--- config.mk ---
export PLATFORM = sky130hd
export DESIGN_NAME = irq_controller
export DESIGN_NICKNAME = d
export VERILOG_FILES = /design/src/rtl/irq_controller.sv
export SDC_FILE = /design/constraint.sdc
export NUM_CORES = 1
export LEC_CHECK = 0
export CAP_MARGIN = 20
export CORE_MARGIN = 5
export CORE_UTILIZATION = 50
export CTS_BUF_LIST = sky130_fd_sc_hd__clkbuf_8 sky130_fd_sc_hd__clkbuf_16
export CTS_CLUSTER_SIZE = 8
export DETAILED_ROUTE_END_ITERATION = 8
export PLACE_DENSITY_LB_ADDON = 0.2
export SLEW_MARGIN = 30
export SYNTH_ARGS = -nofsm -noshare
export SYNTH_HDL_FRONTEND = slang
export SYNTH_SLANG_ARGS = --single-unit
--- constraint.sdc ---
create_clock -name i_clk -period 3.65 [get_ports i_clk]
set_input_delay 0.73 -clock i_clk [delete_from_list [all_inputs] [get_ports i_clk]]
set_output_delay 0.73 -clock i_clk [all_outputs]
set_load 0.05 [all_outputs]
--- src/rtl/irq_controller.sv ---
// Interrupt controller: rising-edge capture into a pending register, maskable,
// lowest-index-first request/acknowledge/service handshake with the core.
module irq_controller #(
    parameter int NUM_IRQ = 32
) (
    input  logic        i_clk,
    input  logic        i_res,
    input  logic [31:0] i_irq_in,
    input  logic        i_mask_we,
    input  logic [31:0] i_mask_wdata,
    output logic [31:0] o_mask,
    output logic [31:0] o_pending,
    output logic        o_irq_req,
    output logic [4:0]  o_irq_id,
    input  logic        i_irq_ack,
    input  logic [4:0]  i_irq_ack_id,
    input  logic        i_isr_done,
    output logic        o_in_service
);

    typedef enum logic [1:0] {
        ST_IDLE    = 2'd0,
        ST_REQUEST = 2'd1,
        ST_SERVICE = 2'd2
    } state_t;

    localparam logic [31:0] IMPL_MASK = (NUM_IRQ >= 32) ? 32'hFFFF_FFFF
                                      : ((32'd1 << NUM_IRQ) - 32'd1);

    // Priority encoder: lowest set bit wins.
    function automatic logic [4:0] lowest_idx(input logic [31:0] v);
        lowest_idx = 5'd0;
        for (int i = 31; i >= 0; i--) begin
            if (v[i]) begin
                lowest_idx = i[4:0];
            end else begin
                lowest_idx = lowest_idx;
            end
        end
    endfunction

    state_t      r_state;
    logic [4:0]  r_active_id;
    logic [31:0] r_sample;
    logic [31:0] r_pending;
    logic [31:0] r_mask;
    logic        r_irq_req;
    logic [4:0]  r_irq_id;
    logic        r_in_service;

    state_t      w_state_nxt;
    logic [4:0]  w_id_nxt;
    logic        w_ack_hit;
    logic [31:0] w_enabled;
    logic [31:0] w_rise;
    logic [31:0] w_clr;

    assign w_enabled = r_pending & r_mask;
    assign w_rise    = i_irq_in & ~r_sample & IMPL_MASK;
    assign w_clr     = w_ack_hit ? (32'd1 << r_active_id) : 32'd0;

    // Next-state logic of the request/service handshake.
    always_comb begin
        w_state_nxt = r_state;
        w_id_nxt    = r_active_id;
        w_ack_hit   = 1'b0;
        case (r_state)
            ST_IDLE: begin
                if (|w_enabled) begin
                    w_state_nxt = ST_REQUEST;
                    w_id_nxt    = lowest_idx(w_enabled);
                end else begin
                    w_state_nxt = ST_IDLE;
                end
            end
            ST_REQUEST: begin
                // A matching acknowledge beats a simultaneous mask-off.
                if (i_irq_ack && (i_irq_ack_id == r_active_id)) begin
                    w_ack_hit   = 1'b1;
                    w_state_nxt = ST_SERVICE;
                end else if (i_mask_we && !i_mask_wdata[r_active_id]) begin
                    w_state_nxt = ST_IDLE;
                end else begin
                    w_state_nxt = ST_REQUEST;
                end
            end
            ST_SERVICE: begin
                if (i_isr_done) begin
                    w_state_nxt = ST_IDLE;
                end else begin
                    w_state_nxt = ST_SERVICE;
                end
            end
            default: begin
                w_state_nxt = ST_IDLE;
            end
        endcase
    end

    // Edge sampler, pending/mask registers, FSM state and registered outputs.
    always_ff @(posedge i_clk) begin
        if (!i_res) begin
            r_sample     <= 32'hFFFF_FFFF;
            r_pending    <= 32'd0;
            r_mask       <= 32'd0;
            r_state      <= ST_IDLE;
            r_active_id  <= 5'd0;
            r_irq_req    <= 1'b0;
            r_irq_id     <= 5'd0;
            r_in_service <= 1'b0;
        end else begin
            r_sample     <= i_irq_in;
            r_pending    <= (r_pending & ~w_clr) | w_rise;
            r_mask       <= i_mask_we ? (i_mask_wdata & IMPL_MASK) : r_mask;
            r_state      <= w_state_nxt;
            r_active_id  <= w_id_nxt;
            r_irq_req    <= (w_state_nxt == ST_REQUEST);
            r_irq_id     <= (w_state_nxt == ST_REQUEST) ? w_id_nxt : 5'd0;
            r_in_service <= (w_state_nxt == ST_SERVICE);
        end
    end

    assign o_mask       = r_mask;
    assign o_pending    = r_pending;
    assign o_irq_req    = r_irq_req;
    assign o_irq_id     = r_irq_id;
    assign o_in_service = r_in_service;

endmodule

# Yosys cells after proc, flatten, opt, wreduce, memory -nomap -nowiden
# Index checks and enable logic that the tools add are counted.
# W data, S select, Z words.
# totals
regBits	110
input_bits	74
out_inout_bits	71
wordCells	71
# op_classes
magnitude_cmp	1
eq_ne	5
n_shift	1
n_mux	44
bitwise_logic	6
reduce_logical	6
# ops
op	n
$mux W5	34
$and A32 B32 Y32	3
$not A32 Y32	2
$mux W32	1
$or A32 B32 Y32	1
$reduce_or A32 Y1	1
$shl A1 B5 Y32 const A	1
$lt A5 B6 Y1 const B	1
$pmux W2 S3	1
$bmux W1 S5	1
$eq A5 B5 Y1	1
$mux W1	5
$eq A2 B1 Y1 const B	2
$eq A2 B2 Y1 const B	2
$mux W2	2
$logic_and A1 B1 Y1	2
$logic_not A2 Y1	1
$reduce_and A2 Y1	1
$logic_not A1 Y1	1

# Logic depth before layout (Yosys ltp)
# logic_depth
ltp_word	35
mapped_depth	8

# Worst setup path before layout
# OpenSTA, ideal clock, no wires.
# synth_path
path_kind	input to register
startpoint	input port i_mask_wdata[3]
endpoint	register r_irq_id[4] (netlist: o_irq_id[4])
arrival_time_ns	1.923
slack_ns	1.608
path_stages	6
path_cell_list	mux4_2 > a22o_1 > a211oi_1 > nor3_1 > a21oi_2 > nor2_1
# synth_between
elab_chain_len	9
# synth_lines
item	line_no	rtl
start: declaration	10	input logic [31:0] i_mask_wdata,
$bmux W1 S5	81	end else if (i_mask_we && !i_mask_wdata[r_active_id]) begin
$mux W1 (not written as such)	81	
$logic_not A1 Y1	81	
$logic_and A1 B1 Y1	81	
$mux W1	81	
$mux W2	78	if (i_irq_ack && (i_irq_ack_id == r_active_id)) begin
$pmux W2 S3	67	case (r_state)
$eq A2 B1 Y1	118	r_irq_id <= (w_state_nxt == ST_REQUEST) ? w_id_nxt : 5'd0;
$reduce_and A2 Y1 (no source line)	-	
end signal: assignment	118	
end: declaration	48	logic [4:0] r_irq_id;
# No other way between the ends. The select of a mux whose other input is x is not followed.
# A chain may end at the register's enable or synchronous reset.

# Worst setup path after layout
# layout_path
startpoint	register r_active_id[1]
endpoint	register r_pending[12] (netlist: o_pending[12])
# layout_between
elab_chain_len	8
# layout_lines
item	line_no	rtl
start: declaration	43	logic [4:0] r_active_id;
start signal: assignment	116	r_active_id <= w_id_nxt;
$eq A5 B5 Y1	78	
$logic_and A1 B1 Y1	78	
$mux W1	78	
$mux W1	67	
$mux W32 (*)	60	assign w_clr = w_ack_hit ? (32'd1 << r_active_id) : 32'd0;
$not A32 Y32 (*)	113	r_pending <= (r_pending & ~w_clr) | w_rise;
$and A32 B32 Y32 (*)	113	
$or A32 B32 Y32 (*)	113	
end signal: assignment	113	
end: declaration	45	logic [31:0] r_pending;
# Mark *: on every way between the ends. The rest lies on a longest branch, timed or not.

==> flow_summary.ini <==
[synth]
yosysWarnings = 0
synth_seq_area_share_pct = 46.5
synthesis.area_mm2 = 0.00473
synth_top_family_by_area = simple AND/OR/NAND/NOR gates
ys.flop_type = dfxtp_1
syn_avg_cell_area_um2 = 9.09
synth_top_area_share_pct = 46.5
synth_cells = 521
synthAdderAreaFrac_pct = 0
yosysTopAreaCell = dfxtp_1
muxShareOfSynthArea_pct = 10.5
synth_xor_area_share_pct = 0.925
synth_compound_area_share_pct = 14.9
syn_nets = 595
synth_edf_count = 0
async_reset_ff_share_pct = 0
synth_seq_cells = 110
synthSimpleGateAreaFrac_pct = 24.6
ys_types = 44
synth_area_leaders = dfxtp_1 (47%), nand2b_1 (11%), mux2i_1 (7.6%)

[routing]
drt_iter0_markers = 340
vias = 4407
drc = 0
drt_wl_total_mm = 14.9
antenna_left = 0
drt-vias-per-instance = 5.57
routedWlPerCell_um = 18.9
firstDrtPassIters = 5

[cts]
hold_buffers = 0
post_cts_buffers = 0
clk_latency_ns = 0.38
cts_buffer_depth = 2
cts_tree = yes
cts_root_buf = clkbuf_8
cts.repair.resized = 0
htreeDepth = 3
cts.clk_slew.worst_paths_ns = 0.11
cts_sinks = 110
cts_buffers = 9

[floorplan]
die_y_um = 107
rows = 35
io_pins = 145
die_x_um = 107
core_mm2 = 0.00924
die-area_mm2 = 0.0115
start_util_pct = 51.2

[timing]
fin_tns_setup_ns = 0
drv_slew = 0
max-slew-margin-rel_pct = 40.8
worst_slew_pin_slew_ns = 0.882
whs_ns = 0.530
finalHoldViolCount = 0
final.setup_skew_ns = 0.00985
rsz0062_at_grt = no
period_minus_slack_ns = 3.08
setup_viol = 0
fin_ws_ns = 0.567
fmax_mhz = 324
fin_crit_sh_pct = 84.5

[placement]
dpl.cell_count = 775
place.gp.congestion = 0.858
numPortBuffers = 144
placed_area_mm2 = 0.00626
place_hpwl_mm = 11.5
dpl_worst_slack_ns = 0.353

[setup_path]
crit_fanout = 16
worstSetupPathType = register to register
required_ns = 3.88
critPathArrivalTime_ns = 3.31
worstSetupEndpointType = register
critPathLaunchType = register

[layout]
area_growth_pct = 36.3
antennaDiodeCount = 0
fillers = 740
nets = 731
fin_util_pct = 69.8
drive_above_1_share_pct = 4.38
final_cell_area_mm2 = 0.00645
instances_no_fill = 791

[run_status]
status = finished clean

[pwr]
power_density_mw_per_mm2 = 436
ir_worst_vdd_mv = 0.219
power_leakage_nw = 2.54
total_power_mw = 2.81

[global_routing]
grt_pass1_vias = 4306
antenna_found_initial = 0
grt-ovfl-total = 0
grt_pass1_wl_mm = 23.4
grt_max_degree = 40
track_usage_pct = 26.0

[worst_hold_path]
holdCritPathClass = register to register

[flow_run]
maxCapViolCount = 0
-- Yosys cell counts (all sizes together), types with 5 or more instances --
cell    instances
nand2          58
inv             6
a22oi          16
nand2b         85
nor2           51
o21ai          13
mux2i          36
clkbuf         14
nor2b          21
mux4            6
a22o            5
xnor2           5
dfxtp         110
buf             9
a21oi          15
a31oi          27
-- area by class of cell --
type | instances | area, µm² | area share, %
clock inverters | 6 | 56.3 | 0.873
inverters | 7 | 26.3 | 0.407
well taps | 129 | 161 | 2.50
flip-flops and latches | 110 | 2200 | 34.1
clock buffers | 10 | 138 | 2.13
multi-input cells | 381 | 2410 | 37.3
repair buffers | 148 | 1460 | 22.7
-- state kept, by name, summed over array words and instances, names as in the netlist --
register and cells:
r_sample 32, o_pending 32, o_irq_id 5, o_irq_req 1, o_mask 32, o_in_service 1
r_state 2, r_active_id 5
-- per-layer routing --
metal,global-route usage (%),wire (µm),up-vias
li1,-,-,2093
met1,34.0,6120,2080
met2,42.3,7260,212
met3,6.84,1320,22
met4,7.40,216,0
met5,0,0,-
-- layout by cell type, fill, tap and decap left out, types with 2 or more instances in the layout --
master,synthesis,layout
o21ai_0,11,11
o21ai_1,2,2
a21oi_1,14,14
a32o_1,4,4
mux2i_1,36,36
nand3_1,4,4
dfxtp_1,110,110
buf_4,0,4
and2_1,2,2
inv_6,0,2
nor3_1,4,4
nand4_1,3,3
o221ai_1,2,2
a22oi_1,16,16
nor2b_1,21,21
a211oi_1,2,2
o2111ai_1,3,3
nor2_1,51,51
a31oi_1,27,27
a22o_1,5,5
buf_2,4,2
o22ai_1,3,3
a221oi_1,2,2
nand2_1,58,58
mux4_2,6,6
a32oi_1,2,2
clkdlybuf4s50_1,0,142
nand2b_1,85,85
inv_1,6,7
clkbuf_8,0,10
xnor2_1,5,5
-- path summary, 6_finish.rpt --
check	endpoint	cells past startpoint	slack, ns	start
hold / removal	o_pending[17]$_SDFF_PN0_	2	0.53	r_sample[17]$_SDFF_PN1_
setup / recovery	o_pending[12]$_SDFF_PN0_	6	0.57	r_active_id[1]$_SDFF_PN0_
setup reg to reg	o_pending[12]$_SDFF_PN0_	6	0.57	r_active_id[1]$_SDFF_PN0_
hold reg to reg	o_pending[17]$_SDFF_PN0_	2	0.53	r_sample[17]$_SDFF_PN1_
-- where the power goes --
part | switching [mW] | total, mW | internal (mW)
Combinational | 0.410 | 0.711 | 0.301
Clock | 0.433 | 0.713 | 0.280
Sequential | 0.106 | 1.39 | 1.28
-- cells by family (layout without fill, tap and decap cells) --
kind of cell / Yosys count / count (layout)
buffers and inverters: 30 / 171
DFF: 110 / 110
xor gates and xnor gates: 5 / 5
muxes: 42 / 42
and+or+nand+nor: 231 / 231
AOI/OAI and AO/OA: 103 / 103
-- critical path, cell delays in order, from the launching register on --
cell and delay (ns):
dfxtp_1 0.91, xnor2_1 0.20, nand4_1 0.14, nor4_1 0.54
nand2_1 0.23, nor3_1 0.72, a31oi_1 0.19
Note: power is estimated with default switching activity, not from simulation.
